[config.mk]
export PLATFORM = sky130hd
export DESIGN_NAME = instr_fetch_unit
export DESIGN_NICKNAME = d
export VERILOG_FILES = /design/src/rtl/ifu_pkg.sv /design/src/rtl/ifu_pc_reg.sv /design/src/rtl/instr_fetch_unit.sv
export SDC_FILE = /design/constraint.sdc
export NUM_CORES = 1
export LEC_CHECK = 0
export CAP_MARGIN = 25
export CORE_MARGIN = 3
export CORE_UTILIZATION = 40
export DETAILED_ROUTE_END_ITERATION = 12
export GPL_TIMING_DRIVEN = 0
export PLACE_DENSITY = 0.75
export REMOVE_ABC_BUFFERS = 1
export SLEW_MARGIN = 20
export SYNTH_ARGS = -nofsm -noshare
export SYNTH_HDL_FRONTEND = slang
export SYNTH_SLANG_ARGS = --single-unit
[constraint.sdc]
create_clock -name clk -period 3.2 [get_ports clk]
set_clock_uncertainty 0.05 [all_clocks]
set_input_delay 0.48 -clock clk [delete_from_list [all_inputs] [get_ports clk]]
set_output_delay 0.48 -clock clk [all_outputs]
set_load 0.02 [all_outputs]
[src/rtl/ifu_pkg.sv]
// ifu_pkg -- shared types and constants for the instruction fetch unit.
//   ifu_state_t : fetch FSM encoding (IDLE=0, RUN=1, HALTED=2)
//   instr_t     : 32-bit instruction word
//   iaddr_t     : 8-bit instruction word address
//   HALT_WORD_DEFAULT : encoding that stops fetch when captured
package ifu_pkg;

  typedef enum logic [1:0] {
    IDLE   = 2'd0,
    RUN    = 2'd1,
    HALTED = 2'd2
  } ifu_state_t;

  typedef logic [31:0] instr_t;
  typedef logic [7:0]  iaddr_t;

  localparam instr_t HALT_WORD_DEFAULT = 32'hFC00_0000;

endpackage

[src/rtl/ifu_pc_reg.sv]
// ifu_pc_reg -- program counter flop with next-pc select.
// Ports:
//   clk, reset : clock, async active-high reset (pc <= RESET_PC)
//   load       : take target (highest priority)
//   incr       : advance by one, wrapping modulo 2^AW
//   target     : redirect address
//   pc         : current program counter
module ifu_pc_reg
  import ifu_pkg::*;
#(
  parameter int            AW       = 8,
  parameter logic [AW-1:0] RESET_PC = '0
) (
  input  logic          clk,
  input  logic          reset,
  input  logic          load,
  input  logic          incr,
  input  logic [AW-1:0] target,
  output logic [AW-1:0] pc
);

  always_ff @(posedge clk or posedge reset) begin
    if (reset) begin
      pc <= RESET_PC;
    end else if (load) begin
      pc <= target;
    end else if (incr) begin
      pc <= pc + AW'(1);
    end
  end

endmodule

[src/rtl/instr_fetch_unit.sv]
// instr_fetch_unit -- fetch front end: owns the PC, reads the combinational
// instruction ROM and presents each word to decode through a valid/ready
// output register. Handles redirects, back-pressure, start and halt.
//
// Ports:
//   clk, reset     : clock, async active-high reset
//   start_i        : leave IDLE and begin fetching
//   imem_addr_o    : ROM word address (the pc flop)
//   imem_rdata_i   : ROM data for imem_addr_o, same cycle
//   instr_o        : registered instruction to decode
//   instr_pc_o     : address instr_o was fetched from
//   valid_o        : instr_o/instr_pc_o hold a valid word
//   ready_i        : decode accepts when valid_o && ready_i
//   redirect_i     : branch/jump taken, load target_i (ignored in IDLE)
//   target_i       : redirect address
//   halted_o       : FSM is in HALTED
//   state_o        : FSM state for debug
//   fetch_count_o  : accepted instructions, saturating (IFU_PERF_COUNT_EN)
//   flush_count_o  : redirects that flushed a valid word, saturating
//                    (IFU_PERF_COUNT_EN)
//
// Build option: define IFU_PERF_COUNT_EN to add the performance counters.
//
// state  | meaning
// IDLE   | no fetch, waiting for start_i
// RUN    | fetching one word per cycle while the output slot is free
// HALTED | halt word seen; waiting for a redirect to resume
module instr_fetch_unit
  import ifu_pkg::*;
#(
  parameter int            AW        = 8,
  parameter int            DW        = 32,
  parameter logic [AW-1:0] RESET_PC  = '0,
  parameter logic [DW-1:0] HALT_WORD = DW'(HALT_WORD_DEFAULT)
) (
  input  logic          clk,
  input  logic          reset,
  input  logic          start_i,
  output logic [AW-1:0] imem_addr_o,
  input  logic [DW-1:0] imem_rdata_i,
  output logic [DW-1:0] instr_o,
  output logic [AW-1:0] instr_pc_o,
  output logic          valid_o,
  input  logic          ready_i,
  input  logic          redirect_i,
  input  logic [AW-1:0] target_i,
  output logic          halted_o,
  output logic [1:0]    state_o
`ifdef IFU_PERF_COUNT_EN
  ,
  output logic [15:0]   fetch_count_o,
  output logic [7:0]    flush_count_o
`endif
);

  ifu_state_t    state;
  logic [AW-1:0] pc;
  logic          slot_free;
  logic          redirect_act;
  logic          fetch;
  logic          halt_hit;

  assign slot_free    = !valid_o || ready_i;
  assign redirect_act = redirect_i && (state != IDLE);
  assign fetch        = (state == RUN) && !redirect_act && slot_free;
  assign halt_hit     = fetch && (imem_rdata_i == HALT_WORD);

  assign imem_addr_o  = pc;
  assign state_o      = state;

  // Halt word is delivered but the pc stays on it.
  ifu_pc_reg #(
    .AW       (AW),
    .RESET_PC (RESET_PC)
  ) u_pc (
    .clk    (clk),
    .reset  (reset),
    .load   (redirect_act),
    .incr   (fetch && !halt_hit),
    .target (target_i),
    .pc     (pc)
  );

  always_ff @(posedge clk or posedge reset) begin
    if (reset) begin
      state    <= IDLE;
      halted_o <= 1'b0;
    end else begin
      case (state)
        IDLE: begin
          if (start_i) begin
            state <= RUN;
          end
          halted_o <= 1'b0;
        end
        RUN: begin
          if (halt_hit) begin
            state    <= HALTED;
            halted_o <= 1'b1;
          end else begin
            halted_o <= 1'b0;
          end
        end
        HALTED: begin
          if (redirect_act) begin
            state    <= RUN;
            halted_o <= 1'b0;
          end else begin
            halted_o <= 1'b1;
          end
        end
        default: begin
          state    <= IDLE;
          halted_o <= 1'b0;
        end
      endcase
    end
  end

  // Redirect flushes the held word even under back-pressure.
  always_ff @(posedge clk or posedge reset) begin
    if (reset) begin
      instr_o    <= '0;
      instr_pc_o <= '0;
      valid_o    <= 1'b0;
    end else if (redirect_act) begin
      valid_o <= 1'b0;
    end else if (fetch) begin
      instr_o    <= imem_rdata_i;
      instr_pc_o <= pc;
      valid_o    <= 1'b1;
    end else if (slot_free) begin
      valid_o <= 1'b0;
    end
  end

`ifdef IFU_PERF_COUNT_EN
  // A word flushed by a redirect is not counted as accepted.
  always_ff @(posedge clk or posedge reset) begin
    if (reset) begin
      fetch_count_o <= '0;
      flush_count_o <= '0;
    end else begin
      if (valid_o && ready_i && !redirect_act && (fetch_count_o != 16'hFFFF)) begin
        fetch_count_o <= fetch_count_o + 16'd1;
      end
      if (redirect_act && valid_o && (flush_count_o != 8'hFF)) begin
        flush_count_o <= flush_count_o + 8'd1;
      end
    end
  end
`endif

endmodule

## After elaboration in Yosys (flattened, before gate mapping)

Index checks and enable logic that the tools add are counted.

| cells by class | value |
|---|---|
| add/sub/neg operators | 1 |
| equal/unequal tests | 6 |
| muxes and demuxes | 12 |
| bitwise operators | 1 |
| reduce and logical (&&, ||, !) cells | 15 |

Operators with widths:

| operator | number |
|---|---|
| 32-bit == test, second input constant | 1 |
| 8-bit two-way mux | 2 |
| 8-bit by 1-bit adder with 8-bit output, second input constant | 1 |
| 2-bit two-way mux | 3 |
| 2-bit != test, second input constant | 3 |
| 2-bit one-hot mux with 3 select lines | 1 |
| 1-bit logical AND | 5 |
| 1-bit two-way mux | 5 |
| 2-bit nonzero test | 2 |
| 1-bit logical NOT | 3 |
| 3-bit AND reduction | 1 |
| 3-bit nonzero test | 1 |
| 2-bit by 1-bit == test with 1-bit output, second input constant | 1 |
| 2-bit == test, second input constant | 1 |
| 2-bit logical NOT | 1 |
| 1-bit one-hot mux with 2 select lines | 1 |
| 2-bit AND reduction | 1 |
| 1-bit logical OR | 1 |
| 1-bit NOT | 1 |

| word-level totals | value |
|---|---|
| bits in registers | 52 |
| input bits | 45 |
| output and inout port bits | 52 |
| word-level logic and storage cells | 41 |

## Logic depth before layout (Yosys ltp)

| logic depth | value |
|---|---|
| depth after elaboration | 10 |
| mapped depth | 7 |
| depth with buffers taken out | 7 |

## Cells and area by module

Synthesis repeated with hierarchy kept, for this count alone.

| second synthesis, totals | value |
|---|---|
| cell total of the unflattened synthesis | 174 |
| area total of the unflattened synthesis | 2,259.7 sq um |

By module, submodules not included:

| module | instances | cells each | area an instance (sq um) | seq. area each (sq um) |
|---|---|---|---|---|
| instr_fetch_unit | 1 | 124 | 1,814.2 | 1,101.1 |
| ifu_pc_reg | 1 | 50 | 445.4 | 200.2 |

## Worst setup path after synthesis

No wires, ideal clock.

| timing path | value |
|---|---|
| kind | register to register |
| from | register state[0] (netlist: state_o[0]) |
| to | register state[1] (netlist: state_o[1]) |
| library setup time | 0.125 ns |
| data arrival time | 1.854 ns |
| required time | 3.025 ns |
| setup slack | 1.171 ns |
| cell stages (with the launch flop) | 8 |
| path buffers | 0 |
| period minus slack after synthesis | 2.029 ns |
| cell sequence | dfrtp_1 > inv_1 > ha_1 > nand2b_1 > nand3_1 > o31ai_4 > nand3_2 > mux2_4 |

| between the ends | value |
|---|---|
| cells in the longest elaborated chain, start to end | 8 |
| elaborated cells on any way between the ends | 14 |
| classes of those cells | eq/ne (5); mux (1); reduce/logical (8) |

Ends and longest elaborated chain:

| what | line | text |
|---|---|---|
| from (decl) | instr_fetch_unit.sv:56 | `ifu_state_t state;` |
| from (signal assigned) | instr_fetch_unit.sv:86 | `state <= IDLE;` |
| from (signal assigned) | instr_fetch_unit.sv:92 | `state <= RUN;` |
| from (signal assigned) | instr_fetch_unit.sv:98 | `state <= HALTED;` |
| 2-bit nonzero test | instr_fetch_unit.sv:64 | `assign redirect_act = redirect_i && (state != IDLE);` |
| 1-bit logical AND | instr_fetch_unit.sv:64 |  |
| 1-bit logical NOT | instr_fetch_unit.sv:65 | `assign fetch = (state == RUN) && !redirect_act && slot_free;` |
| 1-bit logical AND (2 in a row) | instr_fetch_unit.sv:65 |  |
| 1-bit logical AND | instr_fetch_unit.sv:66 | `assign halt_hit = fetch && (imem_rdata_i == HALT_WORD);` |
| 2-bit != test (no line) | n/a |  |
| 3-bit AND reduction (no line) | n/a |  |

Parallel ways exist; a longest one is shown, timed or not.
A chain may end at the register's enable or synchronous reset.

## Final worst setup path

Ends and elaborated chain as after synthesis.

==> results.md <==
* Critical path class: reg -> reg
* Cell depth of the worst flop-to-flop path at 7
* Seq/Total Area, Yosys at 0.5497
* Worst R2R Start: state_o[0]
* Hold bufs inserted after CTS at 0
* Grt peak-use layer: met2
* HP Start: instr_o[16]
* Nets at 317
* Maximum clock insertion buffer count at 2
* HPWL after DPL at 3.800 mm
* WHS Path Cells at 1
* PortBufs at 96
* Core area at 5608 sq um
* Reg-to-Reg End: state_o[1]
* Row Count at 27
* Highest-count cells in the layout ignoring fill and taps: 96 x clkdlybuf4s50_1, 52 x dfrtp_1, 40 x mux2_2, 8 x o21ai_0
* Number of I/O pins at 97
* Final antenna-violating net count at 0
* DR vias at 1692
* Static Leak at 1.453 nW
* First-pass GRT wire length at 8.673 mm
* Post-synth EDFFs at 0
* Setup Viol. Count Final at 0
* Pwr per Cell Area at 499.2 nW/um^2
* Crit path required time at 3.34 ns
* Total grt overflow at 0
* Synth Register Bits at 52
* CP Max Fanout at 41
* Prevailing post-synth register cell: dfrtp_1
* Fmax at 0.3750 GHz
* DP Area at 3410 sq um
* Type of origin of the critical path: flip-flop
* Initial Util at 0.4221
* Met2 Use GR at 0.2405
* Layout cells sized above 1 at 0.2351
* Mapped Avg Cell Area at 14.01 sq um
* Crit. Startpoint: state_o[0]
* Slew of the pin with the lowest slew margin at 0.7668 ns
* Sinks on Clock Net at 52
* Max_cap viols at 0
* Die X at 82.93 um
* Worst vdd ir at 0.3572 mV
* CTS tree: built
* YS warnings at 0
* Via/cell ratio at 4.976
* Met1 Usage GRT at 0.2112
* Arr. time, crit path at 2.81 ns
* Area grow syn2layout at 47.94%
* Post-CTS Setup Inserts at 0
* Unique masters post-synth at 35
* Reg-to-reg slack, setup at 0.53 ns
* Final hold vios at 0
* Vias in the first global route at 1775
* Root Buffer: clkbuf_8
* Tot GR Track Use at 0.1532
* WL final at 5.182 mm
* RSZ-0062 raised after global routing: no
* Final Critical Period at 2.667 ns
* Mapped Area at 2367 sq um
* Ys async rst share at 1.000
* Per-cell routed wire length at 15.24 um
* First-pass DRT Iterations at 3
* Worst hold path type: reg -> reg
* CTS resizes at 0
* Post-Syn Instances at 169
* Crit. End Element: flip-flop
* Antenna diodes at 0
* Max Slew Vio Count at 0
* Initial DRC count at 78
* Leading cell type in the layout, fill and taps excluded: clkdlybuf4s50_1
* Rel. slew slack at 0.4878
* Final instance area at 3502 sq um
* Largest net degree at the start of global routing at 53
* Worst-Skew Late Latency at 0.29 ns
* Status: completed
* Reg clk slew, reported paths at 0.09 ns
* Initial antenna violation count at 0
* Total chip power at 1.748 mW
* GPL Wtd Cong at 0.7669
* Die Ht at 82.93 um
* Period utilisation layout at 0.8334
* H-tree depth at 2
* GR met3 Demand/Resource at 0.04861
* Die area at 6877 sq um
* Worst hold endpoint: instr_o[16]
* DRC at 0
* CTS Buf Count at 5
[layout make-up]
| type | count | area, sq um |
|---|---|---|
| Timing Repair Buffer | 96 | 960.9 |
| Tap cell | 72 | 90.09 |
| Inverter | 5 | 21.27 |
| Fill cell | 462 | 2106 |
| Clock buffer | 6 | 82.58 |
| Multi-Input combinational cell | 107 | 1036 |
| Clock inverter | 2 | 10.01 |
| Sequential cell | 52 | 1301 |
[through the flow]
stage                       util  std cells  setup WS [ns]  hold slack [ns]  TNS, ns
after floorplan                -        164        0.07587           0.5468        0
after global placement    0.6053        332        -0.8098           0.4363   -20.60
after detailed placement  0.6080        332         0.3516           0.4415        0
after CTS                 0.6245        340         0.4733           0.4635        0
final                     0.6245        340         0.5331           0.4588        0
after global routing      0.6245        340         0.2948           0.4720        0
[worst max-delay path, stage by stage (launching register included)]
cell and delay, ns:
dfrtp_1 0.43, inv_1 0.12, ha_1 0.22, nand2b_1 0.32
nand3_4 0.54, o31ai_4 0.44, nand3_2 0.13, mux2_4 0.30
[registers in the layout, summed over array words and instances (netlist names)]
signal      cells
instr_o        32
halted_o        1
u_pc.pc         8
state_o         2
valid_o         1
instr_pc_o      8
[logic make-up after synthesis]
| kind of cell | share of synthesized area |
|---|---|
| mux | 0.2008 |
| buf+inv | 0.01797 |
| compound gates | 0.06290 |
| xor+xnor | 0.01480 |
| simple gates | 0.1274 |
| flops | 0.5497 |
| fa+ha+maj | 0.02643 |
[layer usage]
| layer | vias up | wire (um) |
|---|---|---|
| li1 | 812 | - |
| met1 | 818 | 2436 |
| met2 | 60 | 2424 |
| met3 | 2 | 308 |
| met4 | 0 | 12 |
| met5 | - | 0 |
[worst max path at each step]
stage,slack [ns],to,cells after the start
after floorplan,0.08,state_o[1],7
after global placement,-0.81,state_o[1],6
after detailed placement,0.35,state_o[1],6
after CTS,0.47,state_o[1],7
after global routing,0.29,state_o[1],7
final,0.53,state_o[1],7
[where the power goes]
group,internal [mW],switching (mW)
Combinational,0.303,0.253
Clock,0.173,0.205
Sequential,0.755,0.0592
[synth_stat cells (2+ instances only)]
master | instances | area (sq um)
nand2b_1 | 3 | 18.77
xor2_1 | 4 | 35.03
dfrtp_1 | 52 | 1301
ha_1 | 5 | 62.56
nand3_1 | 3 | 15.01
nor4b_2 | 2 | 30.03
or3_1 | 2 | 12.51
o21ai_0 | 8 | 40.04
o211ai_1 | 2 | 15.01
nand2_1 | 6 | 22.52
nor4_4 | 4 | 85.08
nor2_1 | 4 | 15.01
buf_2 | 4 | 20.02
inv_1 | 5 | 18.77
a31oi_1 | 2 | 12.51
mux2_2 | 40 | 450.4
and3_1 | 4 | 25.02
nor4_1 | 2 | 12.51
Note: power is estimated with default switching activity, not from simulation.
